`src/rtl/crf_multiframe_regbank.sv`:
```
// AXI4-Lite configuration register file with a batched multi-frame sequencer.
// One host START runs FRAME_NUM frames back-to-back, each closed by an UPENDR write from access_control.
module crf_multiframe_regbank #(
  parameter int AXI_DATA_WIDTH  = 32,
  parameter int AXI_ADDR_WIDTH  = 32,
  parameter int CRF_DATA_WIDTH  = 32,
  parameter int CRF_ADDR_WIDTH  = 32,
  parameter int FRAME_CNT_WIDTH = 16,
  parameter int DEFAULT_SRC_W   = 960,
  parameter int DEFAULT_SRC_H   = 540
) (
  input  logic                          clk,
  input  logic                          rst_n,
  input  logic                          s_axi_awvalid,
  output logic                          s_axi_awready,
  input  logic [AXI_ADDR_WIDTH-1:0]     s_axi_awaddr,
  input  logic [2:0]                    s_axi_awprot,
  input  logic                          s_axi_wvalid,
  output logic                          s_axi_wready,
  input  logic [AXI_DATA_WIDTH-1:0]     s_axi_wdata,
  input  logic [AXI_DATA_WIDTH/8-1:0]   s_axi_wstrb,
  output logic                          s_axi_bvalid,
  input  logic                          s_axi_bready,
  output logic [1:0]                    s_axi_bresp,
  input  logic                          s_axi_arvalid,
  output logic                          s_axi_arready,
  input  logic [AXI_ADDR_WIDTH-1:0]     s_axi_araddr,
  input  logic [2:0]                    s_axi_arprot,
  output logic                          s_axi_rvalid,
  input  logic                          s_axi_rready,
  output logic [AXI_DATA_WIDTH-1:0]     s_axi_rdata,
  output logic [1:0]                    s_axi_rresp,
  input  logic                          ac_crf_wrt,
  input  logic [CRF_ADDR_WIDTH-1:0]     ac_crf_waddr,
  input  logic [CRF_DATA_WIDTH-1:0]     ac_crf_wdata,
  input  logic                          ac_crf_processing,
  output logic                          crf_ac_UPSTART,
  output logic                          crf_ac_UPEND,
  output logic                          crf_ac_wbusy,
  output logic [15:0]                   crf_ac_src_width,
  output logic [15:0]                   crf_ac_src_height,
  output logic                          interrupt_updone
);

  localparam int STRB_W = AXI_DATA_WIDTH / 8;
  localparam logic [1:0] RESP_OKAY   = 2'b00;
  localparam logic [1:0] RESP_SLVERR = 2'b10;

  localparam logic [5:0] IDX_CTRL      = 6'd0;
  localparam logic [5:0] IDX_UPENDR    = 6'd1;
  localparam logic [5:0] IDX_STATUS    = 6'd2;
  localparam logic [5:0] IDX_IRQ_STAT  = 6'd3;
  localparam logic [5:0] IDX_SRC_W     = 6'd4;
  localparam logic [5:0] IDX_SRC_H     = 6'd5;
  localparam logic [5:0] IDX_FRAME_NUM = 6'd6;
  localparam logic [5:0] IDX_FRAME_CNT = 6'd7;

  typedef enum logic [1:0] {ST_IDLE, ST_START, ST_RUN, ST_DONE} seq_state_t;

  seq_state_t state_reg, state_next;

  logic                       ready_en_reg;
  logic                       aw_held_reg, w_held_reg;
  logic [5:0]                 aw_idx_reg;
  logic [AXI_DATA_WIDTH-1:0]  w_data_reg;
  logic [STRB_W-1:0]          w_strb_reg;
  logic                       bvalid_reg, rvalid_reg;
  logic [1:0]                 bresp_reg, rresp_reg;
  logic [AXI_DATA_WIDTH-1:0]  rdata_reg;

  logic                       irq_en_reg, irq_done_reg, intr_reg, upend_reg;
  logic [CRF_DATA_WIDTH-1:0]  upendr_reg;
  logic [15:0]                src_w_reg, src_h_reg;
  logic [FRAME_CNT_WIDTH-1:0] frame_num_reg, frame_cnt_reg;

  logic [FRAME_CNT_WIDTH-1:0] cnt_next, cnt_inc;
  logic                       upend_next, done_set;

  logic                       aw_hs, w_hs, ar_hs, commit, aw_mapped, busy;
  logic                       start_cmd, abort_cmd, irq_w1c, frame_done;
  logic [AXI_DATA_WIDTH-1:0]  wmask, mrg_ctrl, mrg_src_w, mrg_src_h, mrg_fnum;
  logic [AXI_DATA_WIDTH-1:0]  rd_data;
  logic [1:0]                 rd_resp;
  logic                       unused_bits;

  // Expand byte strobes to a bit mask for read-modify-write of the holding data.
  generate
    for (genvar gi = 0; gi < STRB_W; gi++) begin : g_wmask
      assign wmask[gi*8 +: 8] = {8{w_strb_reg[gi]}};
    end
  endgenerate

  function automatic logic [AXI_DATA_WIDTH-1:0] wr_merge(
    input logic [AXI_DATA_WIDTH-1:0] old_val,
    input logic [AXI_DATA_WIDTH-1:0] new_val,
    input logic [AXI_DATA_WIDTH-1:0] mask
  );
    return (old_val & ~mask) | (new_val & mask);
  endfunction

  assign mrg_ctrl  = wr_merge(AXI_DATA_WIDTH'({irq_en_reg, 2'b00}), w_data_reg, wmask);
  assign mrg_src_w = wr_merge(AXI_DATA_WIDTH'(src_w_reg), w_data_reg, wmask);
  assign mrg_src_h = wr_merge(AXI_DATA_WIDTH'(src_h_reg), w_data_reg, wmask);
  assign mrg_fnum  = wr_merge(AXI_DATA_WIDTH'(frame_num_reg), w_data_reg, wmask);

  assign s_axi_awready = ready_en_reg & ~aw_held_reg & ~bvalid_reg;
  assign s_axi_wready  = ready_en_reg & ~w_held_reg & ~bvalid_reg;
  assign s_axi_arready = ready_en_reg & ~rvalid_reg;
  assign aw_hs         = s_axi_awvalid & s_axi_awready;
  assign w_hs          = s_axi_wvalid & s_axi_wready;
  assign ar_hs         = s_axi_arvalid & s_axi_arready;

  // access_control owns the register port in a collision cycle; the host commit waits.
  assign commit     = aw_held_reg & w_held_reg & ~ac_crf_wrt;
  assign aw_mapped  = (aw_idx_reg[5:3] == 3'd0);
  assign busy       = (state_reg == ST_START) || (state_reg == ST_RUN);
  assign start_cmd  = commit && (aw_idx_reg == IDX_CTRL) && w_strb_reg[0] && w_data_reg[0];
  assign abort_cmd  = commit && (aw_idx_reg == IDX_CTRL) && w_strb_reg[0] && w_data_reg[1];
  assign irq_w1c    = commit && (aw_idx_reg == IDX_IRQ_STAT) && w_strb_reg[0] && w_data_reg[0];
  assign frame_done = ac_crf_wrt && (ac_crf_waddr[7:2] == IDX_UPENDR) && ac_crf_wdata[0];

  always_comb begin
    state_next = state_reg;
    cnt_next   = frame_cnt_reg;
    upend_next = upend_reg;
    done_set   = 1'b0;
    cnt_inc    = frame_cnt_reg + 1'b1;
    case (state_reg)
      ST_IDLE, ST_DONE: begin
        if (start_cmd && (frame_num_reg != '0)) begin
          state_next = ST_START;
          cnt_next   = '0;
          upend_next = 1'b0;
        end
      end
      ST_START: state_next = ST_RUN;
      ST_RUN: begin
        if (frame_done) begin
          cnt_next = cnt_inc;
          if (cnt_inc == frame_num_reg) begin
            state_next = ST_DONE;
            upend_next = 1'b1;
            done_set   = 1'b1;
          end else begin
            state_next = ST_START;
          end
        end
      end
      default: state_next = ST_IDLE;
    endcase
    // Abort wins over a START in the same write and leaves counters and status alone.
    if (abort_cmd) begin
      state_next = ST_IDLE;
      cnt_next   = frame_cnt_reg;
      upend_next = upend_reg;
      done_set   = 1'b0;
    end
  end

  always_ff @(posedge clk or negedge rst_n) begin
    if (!rst_n) begin
      state_reg     <= ST_IDLE;
      frame_cnt_reg <= '0;
      upend_reg     <= 1'b0;
    end else begin
      state_reg     <= state_next;
      frame_cnt_reg <= cnt_next;
      upend_reg     <= upend_next;
    end
  end

  always_comb begin
    rd_data = '0;
    rd_resp = RESP_OKAY;
    case (s_axi_araddr[7:2])
      IDX_CTRL:      rd_data = AXI_DATA_WIDTH'({irq_en_reg, 2'b00});
      IDX_UPENDR:    rd_data = AXI_DATA_WIDTH'(upendr_reg);
      IDX_STATUS:    rd_data = AXI_DATA_WIDTH'({state_reg == ST_DONE, busy});
      IDX_IRQ_STAT:  rd_data = AXI_DATA_WIDTH'(irq_done_reg);
      IDX_SRC_W:     rd_data = AXI_DATA_WIDTH'(src_w_reg);
      IDX_SRC_H:     rd_data = AXI_DATA_WIDTH'(src_h_reg);
      IDX_FRAME_NUM: rd_data = AXI_DATA_WIDTH'(frame_num_reg);
      IDX_FRAME_CNT: rd_data = AXI_DATA_WIDTH'(frame_cnt_reg);
      default:       rd_resp = RESP_SLVERR;
    endcase
  end

  always_ff @(posedge clk or negedge rst_n) begin
    if (!rst_n) begin
      ready_en_reg <= 1'b0;
      aw_held_reg  <= 1'b0;
      w_held_reg   <= 1'b0;
      aw_idx_reg   <= '0;
      w_data_reg   <= '0;
      w_strb_reg   <= '0;
      bvalid_reg   <= 1'b0;
      bresp_reg    <= RESP_OKAY;
      rvalid_reg   <= 1'b0;
      rresp_reg    <= RESP_OKAY;
      rdata_reg    <= '0;
    end else begin
      ready_en_reg <= 1'b1;
      if (aw_hs) begin
        aw_held_reg <= 1'b1;
        aw_idx_reg  <= s_axi_awaddr[7:2];
      end else if (commit) begin
        aw_held_reg <= 1'b0;
      end
      if (w_hs) begin
        w_held_reg <= 1'b1;
        w_data_reg <= s_axi_wdata;
        w_strb_reg <= s_axi_wstrb;
      end else if (commit) begin
        w_held_reg <= 1'b0;
      end
      if (commit) begin
        bvalid_reg <= 1'b1;
        bresp_reg  <= aw_mapped ? RESP_OKAY : RESP_SLVERR;
      end else if (bvalid_reg && s_axi_bready) begin
        bvalid_reg <= 1'b0;
      end
      if (ar_hs) begin
        rvalid_reg <= 1'b1;
        rdata_reg  <= rd_data;
        rresp_reg  <= rd_resp;
      end else if (rvalid_reg && s_axi_rready) begin
        rvalid_reg <= 1'b0;
      end
    end
  end

  // Configuration registers; image geometry and batch length are frozen while a batch runs.
  always_ff @(posedge clk or negedge rst_n) begin
    if (!rst_n) begin
      irq_en_reg    <= 1'b0;
      irq_done_reg  <= 1'b0;
      intr_reg      <= 1'b0;
      upendr_reg    <= '0;
      src_w_reg     <= 16'(DEFAULT_SRC_W);
      src_h_reg     <= 16'(DEFAULT_SRC_H);
      frame_num_reg <= FRAME_CNT_WIDTH'(1);
    end else begin
      if (ac_crf_wrt && (ac_crf_waddr[7:2] == IDX_UPENDR)) begin
        upendr_reg <= ac_crf_wdata;
      end
      if (commit) begin
        case (aw_idx_reg)
          IDX_CTRL:      irq_en_reg <= mrg_ctrl[2];
          IDX_SRC_W:     if (!busy) src_w_reg <= mrg_src_w[15:0];
          IDX_SRC_H:     if (!busy) src_h_reg <= mrg_src_h[15:0];
          IDX_FRAME_NUM: if (!busy) frame_num_reg <= mrg_fnum[FRAME_CNT_WIDTH-1:0];
          default: ;
        endcase
      end
      if (done_set) begin
        irq_done_reg <= 1'b1;
      end else if (irq_w1c) begin
        irq_done_reg <= 1'b0;
      end
      intr_reg <= irq_done_reg & irq_en_reg;
    end
  end

  assign s_axi_bvalid      = bvalid_reg;
  assign s_axi_bresp       = bresp_reg;
  assign s_axi_rvalid      = rvalid_reg;
  assign s_axi_rresp       = rresp_reg;
  assign s_axi_rdata       = rdata_reg;
  assign crf_ac_UPSTART    = (state_reg == ST_START);
  assign crf_ac_UPEND      = upend_reg;
  assign crf_ac_wbusy      = aw_held_reg & w_held_reg;
  assign crf_ac_src_width  = src_w_reg;
  assign crf_ac_src_height = src_h_reg;
  assign interrupt_updone  = intr_reg;

  assign unused_bits = ^{s_axi_awaddr, s_axi_araddr, s_axi_awprot, s_axi_arprot, ac_crf_waddr,
                         ac_crf_processing, mrg_ctrl, mrg_src_w, mrg_src_h, mrg_fnum};

endmodule

```
`config.mk`:
```
export PLATFORM = sky130hd
export DESIGN_NAME = crf_multiframe_regbank
export DESIGN_NICKNAME = d
export VERILOG_FILES = /design/src/rtl/crf_multiframe_regbank.sv
export SDC_FILE = /design/constraint.sdc
export NUM_CORES = 1
export LEC_CHECK = 0
export BUFFER_PORTS_ARGS = -buffer_cell sky130_fd_sc_hd__buf_2
export CAP_MARGIN = 20
export CORE_MARGIN = 2
export CORE_UTILIZATION = 55
export CTS_CLUSTER_SIZE = 40
export DETAILED_ROUTE_END_ITERATION = 6
export GPL_TIMING_DRIVEN = 0
export HOLD_SLACK_MARGIN = 0.12
export PLACE_DENSITY = 0.86
export SLEW_MARGIN = 20
export SYNTH_ARGS = -nofsm -noshare
export SYNTH_HDL_FRONTEND = slang
export SYNTH_SLANG_ARGS = --single-unit
```
`constraint.sdc`:
```
create_clock -name clk -period 4.7 [get_ports clk]
set_input_delay 0.94 -clock clk [delete_from_list [all_inputs] [get_ports clk]]
set_output_delay 0.94 -clock clk [all_outputs]
set_load 0.005 [all_outputs]
```
==> results.txt, run 1 <==
Number of placed cells counting well taps = 1008
Num CTS Buffers = 17
Final Routed Wirelength = 20.7 mm
DIE WIDTH = 124 um
Final setup vio count = 0
Final Total Pwr = 0.00414 W
Cells after Synth = 675
Reg-to-Reg End = crf_ac_UPEND
Critical path required time = 5.06 ns
Max VDD drop = 0.278 mV
Leading post-synthesis cells by cell area = dfrtp_1, mux2_2, mux4_2, nand2_1, o21ai_0
Number of max-capacitance violations reported = 0
GRT Residual Overflow = 0
Wire length per cell = 19.9 um
Async set or reset register ratio after synthesis = 100%
Leading register cell type out of synthesis = dfrtp_1
Fraction of layout instances using a drive strength above 1 = 38.4%
Setup Skew = 0.0142 ns
Worst-margin pin slew = 1.04 ns
Clock transition at the registers of the reported paths = 0.07 ns
Clock tree from TritonCTS = built
Final-layout setup total negative slack = 0 ns
Vias = 6318
Quantity of I/O buffers inserted on ports = 150
Number of nets in the layout = 1031
Overall die height = 124 um
Via count normalized by instance count = 6.08
Start-to-end type of the worst setup path = reg2reg
Antenna Nets Post-Route = 0
Count of pins on the block boundary = 256
Average instance area after synthesis = 11.7 sq um
Number of synthesized flops with an enable pin = 0
Final Non-Filler Cells = 1040
Post-synthesis sequential area ratio = 52.3%
Worst skew pair latency = 0.43 ns
Number of detailed-route iterations in the first pass = 6
Cell with the most instances after synthesis = dfrtp_1
CTS max path bufs = 2
Worst setup SP type = flop
H-tree depth reported by CTS = 4
Number of cells on the worst reg-to-reg path = 9
Weighted congestion reported at the end of routability-driven placement = 0.966
Half-perimeter wire length after detailed placement = 15.0 mm
Reg-to-reg critical path startpoint = frame_cnt_reg[1]
Final clock period utilization by the worst path = 63.3%
Number of sinks handled by clock tree synthesis = 165
Highest attainable clock frequency = 336 MHz
Number of register bits inferred by synthesis = 165
Worst EP arrival = 3.34 ns
Core box area = 14000 sq um
Cell taking the most area after synthesis = dfrtp_1
Total power density per cell area = 433 nW/um^2
Setup repair after global routing missed its margin = no
Slowest stage delay, CP = 0.51 ns
Total number of placement rows = 43
Via count of the first global-routing pass = 6096
Drc violations = 0
Number of max-slew violations in the final report = 0
Most numerous cell types in the synthesized netlist = dfrtp_1, mux2_2, nand2_1
Top cell type's share of synthesized area = 49.3%
Hold_buf cts = 0
Worst path slowest cell = dfrtp_1
Worst reg2reg setup slack = 1.73 ns
Synth Warn # = 0
Global-route wire length before repair = 32.0 mm
Final hold vios = 0
Total Die Area = 15400 sq um
CTS root buffer = clkbuf_16
Setup Fix Bufs, Post-CTS = 0
Top Family by Delay on Critical Path = simple AND/OR/NAND/NOR gates
Initial core utilization = 56.6%
Endpoint type of the worst setup path = flop
Crit-path cells = ha_1 > clkbuf_1 > nand3_1 > clkbuf_1 > nor4b_1 > o221ai_1 > nor4b_1 > nand4_1 > a21oi_1
Critical-path maximum fanout = 10
Worst-case headroom to the max-slew limit = 30.4%
Synthesis-to-finish area growth = 20.5%
Status = finished, final reports clean
Post-cts resize count = 0
Netlist Area Pre-Place = 7920 sq um
Crit path buffers/inverters = 2
HP Class = in2async
Minimum period implied by the final worst setup slack = 2.97 ns
Library cells used by synthesis = 61
Reported leakage power = 4.50 nW
Antenna diodes = 0
# fillers = 961
Iteration-0 DRC count of the detailed router = 548
Total global routing track utilization = 27.7%
Number of antenna violations at the first check in global routing = 0
Largest net degree at the start of global routing = 60
area by class of cell:
cell class	count	area [sq um]	area share, %
Sequential cell	165	4140	43.4
Inverter	17	63.8	0.669
Multi-Input combinational cell	450	3510	36.8
Buffer	44	208	2.18
Clock buffer	22	454	4.76
Tap cell	180	225	2.36
Clock inverter	10	124	1.30
Timing Repair Buffer	152	816	8.55
power by group:
| part | switching, W | leakage, nW | internal, W |
|---|---|---|---|
| registers | 0.000251 | 2.16 | 0.00167 |
| clock network | 0.000576 | 0.264 | 0.000800 |
| logic | 0.000408 | 2.07 | 0.000432 |
| total | 0.00123 | 4.50 | 0.00290 |
through the flow:
stage	util (%)	worst slack (ns)	cell area (sq um)	hold slack, ns
3_5_place_dp	64.1	1.42	8970	0.465
4_1_cts	68.2	1.86	9550	0.429
5_1_grt	68.2	1.51	9550	0.443
2_1_floorplan	-	2.07	7930	0.471
6_report	68.2	1.73	9550	0.418
3_3_place_gp	63.6	0.250	8900	0.456
how the worst max path moves through the flow:
stage	to	slack, ns	depth (start not counted)	from
after CTS	crf_ac_UPEND	1.86	9	frame_cnt_reg[1]
after global routing	crf_ac_UPEND	1.51	9	frame_cnt_reg[1]
final	crf_ac_UPEND	1.73	9	frame_cnt_reg[1]
after floorplan	frame_cnt_reg[13]	2.07	6	ac_crf_wrt
after detailed placement	frame_cnt_reg[3]	1.42	9	ac_crf_waddr[5]
after global placement	w_strb_reg[0]	0.25	1	rst_n
layout by cell type (no fill, tap or decap), types with 6 or more instances in the layout:
| master | n |
|---|---|
| a21oi_1 | 20 |
| xor2_1 | 6 |
| nand3_1 | 10 |
| a21o_1 | 6 |
| nor2_1 | 15 |
| mux2_2 | 103 |
| o21ai_0 | 48 |
| nor4_1 | 9 |
| xnor2_1 | 10 |
| nand3b_1 | 6 |
| and2_1 | 6 |
| a211oi_1 | 6 |
| dfstp_2 | 9 |
| nand2_1 | 74 |
| nor2b_1 | 7 |
| buf_2 | 156 |
| dfrtp_1 | 156 |
| mux4_2 | 16 |
| o21ai_1 | 11 |
| or3_1 | 6 |
| clkbuf_1 | 32 |
| and3_1 | 6 |
| nand4_1 | 7 |
| a22oi_1 | 11 |
| inv_1 | 17 |
| clkbuf_16 | 17 |
worst register-to-register path: stages (launching register included):
cell      delay [ns]
dfrtp_1         0.51
ha_1            0.20
clkbuf_1        0.32
nand3_1         0.17
clkbuf_1        0.28
nor4b_1         0.35
o221ai_1        0.19
nor4b_1         0.48
nand4_1         0.22
a21oi_1         0.18
cell families (layout without fill, tap and decap cells):
logic type	Yosys count	in the layout	synth area share [%]
and+or+nand+nor	175	175	12.0
DFF	165	165	52.3
AOI/OAI and AO/OA	128	128	10.0
muxes	123	123	19.7
buffers and inverters	61	245	3.43
xor gates and xnor gates	16	16	1.77
adders and majority gates	5	5	0.790
other	2	3	0.0948
per-layer routing:
layer / part of all wire, % / vias to the layer above / global-route usage, % / routed length [um]
met3: 10 / 61 / 8.29 / 2100
met4: 2.6 / 0 / 9.48 / 543
met2: 48 / 333 / 46.6 / 9880
li1: - / 2793 / - / -
met5: 0 / - / 0 / 0
met1: 39 / 3131 / 34.3 / 8140
(Power assumes the default switching activity.)
==> run 2, diff against run 1 <==
ABC_AREA = 1   (was default)
CORE_UTILIZATION = 46   (was 55)
PLACE_DENSITY = 0.77   (was 0.86)
clock period = 2.53 ns   (was 4.7 ns; I/O delays follow)
==> run 2 against run 1 <==
Effect of this change:
- critical path depth down 1
- worst setup slack got worse by 1.6 ns
- fmax is 25% higher
- register-to-register slack got worse by 1.6 ns
- sequential share of layout area rose by 0.17 points
- clock power is 110% higher
- clock skew fell by 0.0028 ns
- combinational power up 86%
- first-iteration DRC count increased by 22%
- global-route usage rose by 0.48 points
- hold slack got worse by 0.17 ns
- largest power group unchanged
==> results.txt, run 2 <==
Clock transition at the registers of the reported paths = 0.07 ns
Reg-to-reg critical path startpoint = state_reg[0]
Netlist Area Pre-Place = 7790 sq um
Final Routed Wirelength = 24.8 mm
Hold Path Stages = 2
Num CTS Buffers = 17
Number of detailed-route iterations in the first pass = 7
Capture endpoint of the worst hold path = s_axi_rvalid
Vias = 7568
Global-route wire length before repair = 39.0 mm
Via count of the first global-routing pass = 7281
Via count normalized by instance count = 5.50
HP Class = in2reg
Synthesis-to-finish area growth = 22.1%
Crit-path cells = inv_1 > ha_1 > inv_1 > nor2_1 > nand3_1 > clkbuf_1 > nand2_1 > o21ai_0
Final-layout setup total negative slack = 0 ns
Setup Skew = 0.0114 ns
Final setup vio count = 0
Initial core utilization = 47.0%
Relative contribution of the clock network to total power = 37.0%
GRT Residual Overflow = 0
DIE WIDTH = 134 um
Worst path slowest cell = dfrtp_1
Critical-path maximum fanout = 10
Status = finished, final reports clean
Number of register bits inferred by synthesis = 165
Quantity of I/O buffers inserted on ports = 150
Total global routing track utilization = 28.2%
Fraction of layout instances using a drive strength above 1 = 19.7%
Reported leakage power = 5.01 nW
Clock tree from TritonCTS = built
Endpoint type of the worst setup path = flop
Setup Fix Bufs, Post-CTS = 0
Most numerous cell types in the synthesized netlist = nand2_1, dfrtp_1, nand3_1
Final clock period utilization by the worst path = 93.7%
Number of sinks handled by clock tree synthesis = 165
Cell with the most instances after synthesis = nand2_1
Number of cells on the worst reg-to-reg path = 8
Sequential share of power = 42.8%
Setup repair after global routing missed its margin = yes
Wire length per cell = 18.0 um
Number of max-capacitance violations reported = 0
Top cell type's share of synthesized area = 50.1%
Number of synthesized flops with an enable pin = 0
H-tree depth reported by CTS = 4
Library cells used by synthesis = 34
CTS max path bufs = 2
Leading register cell type out of synthesis = dfrtp_1
Worst setup SP type = flop
Iteration-0 DRC count of the detailed router = 668
Total Die Area = 18000 sq um
Net switching component of the power = 0.00246 W
Layout Cell Area excl Fill = 9510 sq um
Combinational share of power = 20.3%
Antenna Nets Post-Route = 0
Worst-margin pin slew = 0.746 ns
Worst EP arrival = 2.67 ns
Count of pins on the block boundary = 256
Max VDD drop = 0.612 mV
Async set or reset register ratio after synthesis = 100%
Number of nets in the layout = 1327
Final hold vios = 0
Crit path buffers/inverters = 3
Antenna diodes = 0
Minimum period implied by the final worst setup slack = 2.37 ns
Largest net degree at the start of global routing = 90
Number of antenna violations at the first check in global routing = 0
Synth Warn # = 0
Top Family by Delay on Critical Path = simple AND/OR/NAND/NOR gates
Fraction of power spent switching nets = 31.8%
Most frequent standard cell in the layout excluding fill and tap cells = nand2_1
Worst-case headroom to the max-slew limit = 50.3%
Core box area = 16600 sq um
Start-to-end type of the worst setup path = reg2reg
Half-perimeter wire length after detailed placement = 18.3 mm
Weighted congestion reported at the end of routability-driven placement = 0.996
P_int = 0.00526 W
Total number of placement rows = 47
CTS root buffer = clkbuf_16
Number of max-slew violations in the final report = 0
Worst reg2reg setup slack = 0.16 ns
Total power density per cell area = 812 nW/um^2
Worst skew pair latency = 0.43 ns
Post-synthesis sequential area ratio = 53.2%
Cells after Synth = 971
Cell taking the most area after synthesis = dfrtp_1
Highest attainable clock frequency = 422 MHz
Most frequent cell on the critical path = inv_1
Critical path required time = 2.83 ns
Slowest stage delay, CP = 0.42 ns
# fillers = 1507
Overall die height = 134 um
Drc violations = 0
Worst Hold Launch = s_axi_rready
Commonest non-fill, non-tap cells in the layout = nand2_1, dfrtp_1, buf_2
Area post-placement = 8860 sq um
Average instance area after synthesis = 8.02 sq um
Leading post-synthesis cells by cell area = dfrtp_1, nand2_1, nand3_1, o21ai_0, inv_1
[run 2: worst max path at each step]
stage,start,endpoint,slack [ns],cells after the start
2_1_floorplan,state_reg[0],flop,0.78,8
3_3_place_gp,rst_n,s_axi_rdata[14],-1.61,1
3_5_place_dp,ac_crf_wrt,frame_cnt_reg[15],0.07,11
4_1_cts,state_reg[0],flop,0.19,8
5_1_grt,state_reg[0],flop,-0.03,8
6_report,state_reg[0],flop,0.16,8
[run 2: kinds of logic (layout without fill, tap and decap cells)]
| family | after synthesis | in the layout | synth area share [%] |
|---|---|---|---|
| AO/OA/AOI/OAI | 142 | 142 | 10.5 |
| flip-flops | 165 | 165 | 53.2 |
| other | 2 | 3 | 0.0964 |
| AND/OR/NAND/NOR | 529 | 529 | 28.6 |
| buffers and inverters | 124 | 308 | 6.27 |
| adder cells (fa/ha/maj) | 5 | 5 | 0.803 |
| multiplexers | 4 | 4 | 0.578 |
[run 2: power groups by stage]
stage	combinational, W	clock, W	sequential, W
after detailed placement	0.00155	0	0.00334
after global placement	0.00150	0	0.00332
after floorplan	0.000966	0	0.00327
after CTS	0.00156	0.00284	0.00329
final	0.00156	0.00285	0.00330
after global routing	0.00176	0.00296	0.00334
[run 2: per-stage QoR]
stage,total power (W),worst slack [ns],utilization [%],std cells,hold slack [ns]
6_report,0.00772,0.158,57.3,1376,0.246
5_1_grt,0.00807,-0.0332,57.3,1376,0.264
4_1_cts,0.00769,0.194,57.3,1376,0.246
3_5_place_dp,0.00488,0.0724,53.4,1343,0.460
3_3_place_gp,0.00483,-1.61,53.2,1342,0.460
2_1_floorplan,0.00423,0.784,-,972,0.210
[run 2: final cells by class]
type / instances / area, sq um / area share (%)
flip-flops and latches: 165 / 4140 / 43.5
multi-input cells: 683 / 3170 / 33.3
repair buffers: 152 / 798 / 8.40
clock buffers: 20 / 447 / 4.70
inverters: 92 / 345 / 3.63
well taps: 220 / 275 / 2.90
clock inverters: 12 / 190 / 2.00
plain buffers: 32 / 143 / 1.50
[run 2: layer usage]
layer  part of all wire [%]  GRT usage (%)
met5                      0              0
met1                     43           40.1
met3                    8.3           4.84
met2                     46           43.5
met4                    3.0           10.9
[run 2: repair_timing]
action                                 CTS  global route
setup endpoints to repair                0             4
endpoints found under the hold margin   68             0
hold buffers                             1             0
resized for setup                        0             1
[run 2: worst reg2reg max path: cells and delay by family, from the launching register on]
| kind | cells | cell delay [ns] |
|---|---|---|
| simple gates | 3 | 0.86 |
| buf+inv | 3 | 0.49 |
| flops | 1 | 0.42 |
| fa+ha+maj | 1 | 0.38 |
| compound gates | 1 | 0.09 |
==> run 3, diff against run 2 <==
PLACE_DENSITY = default   (was 0.77)
PLACE_DENSITY_LB_ADDON = 0.15   (was default)
==> run 3 against run 2 <==
Effect of this change:
- critical path depth unchanged
- routed wire length decreased by 1.2%
- sequential share of layout area increased by 0.36 points
- hold slack got worse by 0.0075 ns
- clock power decreased by 12%
- total power decreased by 4.6%
- global-route usage decreased by 0.097 points
- critical path type unchanged
- sequential power about the same
- worst setup slack improved by 0.016 ns
- highest routed layer unchanged
==> results.txt, run 3 (synthesized netlist as in run 2, its figures left out) <==
Worst setup SP type = flop
Clock transition at the registers of the reported paths = 0.07 ns
Endpoint type of the worst setup path = flop
Fraction of layout instances using a drive strength above 1 = 19.6%
P_int = 0.00493 W
Number of antenna violations at the first check in global routing = 1
Number of detailed-route iterations in the first pass = 5
H-tree depth reported by CTS = 4
Half-perimeter wire length after detailed placement = 18.2 mm
Status = finished, final reports clean
Worst skew pair latency = 0.43 ns
Max VDD drop = 0.547 mV
Initial core utilization = 47.0%
DIE WIDTH = 134 um
Vias = 7362
Fraction of power spent switching nets = 33.0%
Overall die height = 134 um
Via count of the first global-routing pass = 6735
Largest net degree at the start of global routing = 101
Setup Skew = 0.00929 ns
Antenna Nets Post-Route = 0
Setup slack at placement = -0.0133 ns
Minimum period implied by the final worst setup slack = 2.36 ns
HP Class = in2reg
Start-to-end type of the worst setup path = reg2reg
Weighted congestion reported at the end of routability-driven placement = 0.936
Total power density per cell area = 781 nW/um^2
Count of pins on the block boundary = 256
Start point of the critical path = state_reg[0]
Number of sinks handled by clock tree synthesis = 165
Via count normalized by instance count = 5.35
Number of cells on the worst reg-to-reg path = 8
Highest attainable clock frequency = 424 MHz
GRT Residual Overflow = 0
Synthesis-to-finish area growth = 21.1%
Worst reg2reg setup slack = 0.17 ns
Total number of placement rows = 47
Final standard cell utilization of the core = 56.9%
Worst-margin pin slew = 0.747 ns
Sequential share of power = 44.8%
Number of max-capacitance violations reported = 0
Final hold vios = 0
CTS root buffer = clkbuf_16
Number of max-slew violations in the final report = 0
Reported leakage power = 4.97 nW
Final clock period utilization by the worst path = 93.1%
Wire length per cell = 17.8 um
Commonest non-fill, non-tap cells in the layout = nand2_1, dfrtp_1, buf_2
Clock tree from TritonCTS = built
Reg-to-reg critical path startpoint = state_reg[0]
Most frequent standard cell in the layout excluding fill and tap cells = nand2_1
Drc violations = 0
Critical path required time = 2.83 ns
Final WS setup = 0.174 ns
Relative contribution of the clock network to total power = 34.0%
Worst EP arrival = 2.65 ns
Total global routing track utilization = 28.1%
Number of nets in the layout = 1327
Num CTS Buffers = 17
Iteration-0 DRC count of the detailed router = 719
Critical-path maximum fanout = 10
Quantity of I/O buffers inserted on ports = 150
Final Routed Wirelength = 24.5 mm
Combinational share of power = 21.3%
Core box area = 16600 sq um
Total Die Area = 18000 sq um
Net switching component of the power = 0.00243 W
Final setup vio count = 0
Setup repair after global routing missed its margin = yes
CTS max path bufs = 2
Worst-case headroom to the max-slew limit = 50.2%
Global-route wire length before repair = 38.1 mm
## run 3: final cells by class
class                      count  area (sq um)
sequential                   165          4140
clock inverter                12           119
buffer                        32           143
timing repair buffer         152           798
clock buffer                  20           437
inverter                      92           345
multi-input combinational    683          3170
antenna                        1          2.50
fill                        1609          7150
tap                          220           275
## run 3: worst min-delay path by stage
stage	cells after the start	from	end	slack [ns]
final	2	s_axi_bready	s_axi_bvalid	0.24
after global routing	2	s_axi_rready	s_axi_rvalid	0.24
after CTS	2	s_axi_bready	s_axi_bvalid	0.23
after detailed placement	2	s_axi_rdata[21]	s_axi_rdata[21]	0.46
after global placement	2	s_axi_rdata[17]	s_axi_rdata[17]	0.46
after floorplan	0	rst_n	async pin	0.21
## run 3: timing repair
item                                   4_1_cts  5_1_grt
hold buffers                                 1        0
setup buffers                                0        0
resized for setup                            0        1
setup endpoints to repair                    0        1
endpoints found under the hold margin       61        0
## run 3: stage by stage
stage | std cells | total power, W | hold slack [ns] | setup TNS (ns) | area [sq um]
2_1_floorplan | 972 | 0.00423 | 0.210 | 0 | 7790
3_3_place_gp | 1342 | 0.00486 | 0.457 | -267.53 | 8820
3_5_place_dp | 1343 | 0.00489 | 0.460 | -0.0133 | 8860
4_1_cts | 1376 | 0.00738 | 0.233 | 0 | 9420
5_1_grt | 1377 | 0.00777 | 0.243 | -0.0150 | 9430
6_report | 1377 | 0.00737 | 0.239 | 0 | 9430
## run 3: worst max-delay path, stage by stage, from the launching register on
cell	delay [ns]
dfrtp_1	0.43
inv_1	0.06
ha_1	0.38
inv_1	0.11
nor2_1	0.32
nand3_1	0.38
clkbuf_1	0.32
nand2_1	0.11
o21ai_0	0.09
## run 3: metal layers
metal  part of all wire (%)  GRT usage [%]
met1                     45           40.5
met5                      0              0
met2                     43           40.9
met3                    7.8           5.56
met4                    4.2           13.3
## run 3: power groups by stage
stage          sequential, W  clock, W  combinational [W]
2_1_floorplan        0.00327         0           0.000966
5_1_grt              0.00334   0.00265            0.00177
4_1_cts              0.00329   0.00253            0.00156
6_report             0.00330   0.00250            0.00157
3_3_place_gp         0.00333         0            0.00153
3_5_place_dp         0.00334         0            0.00155
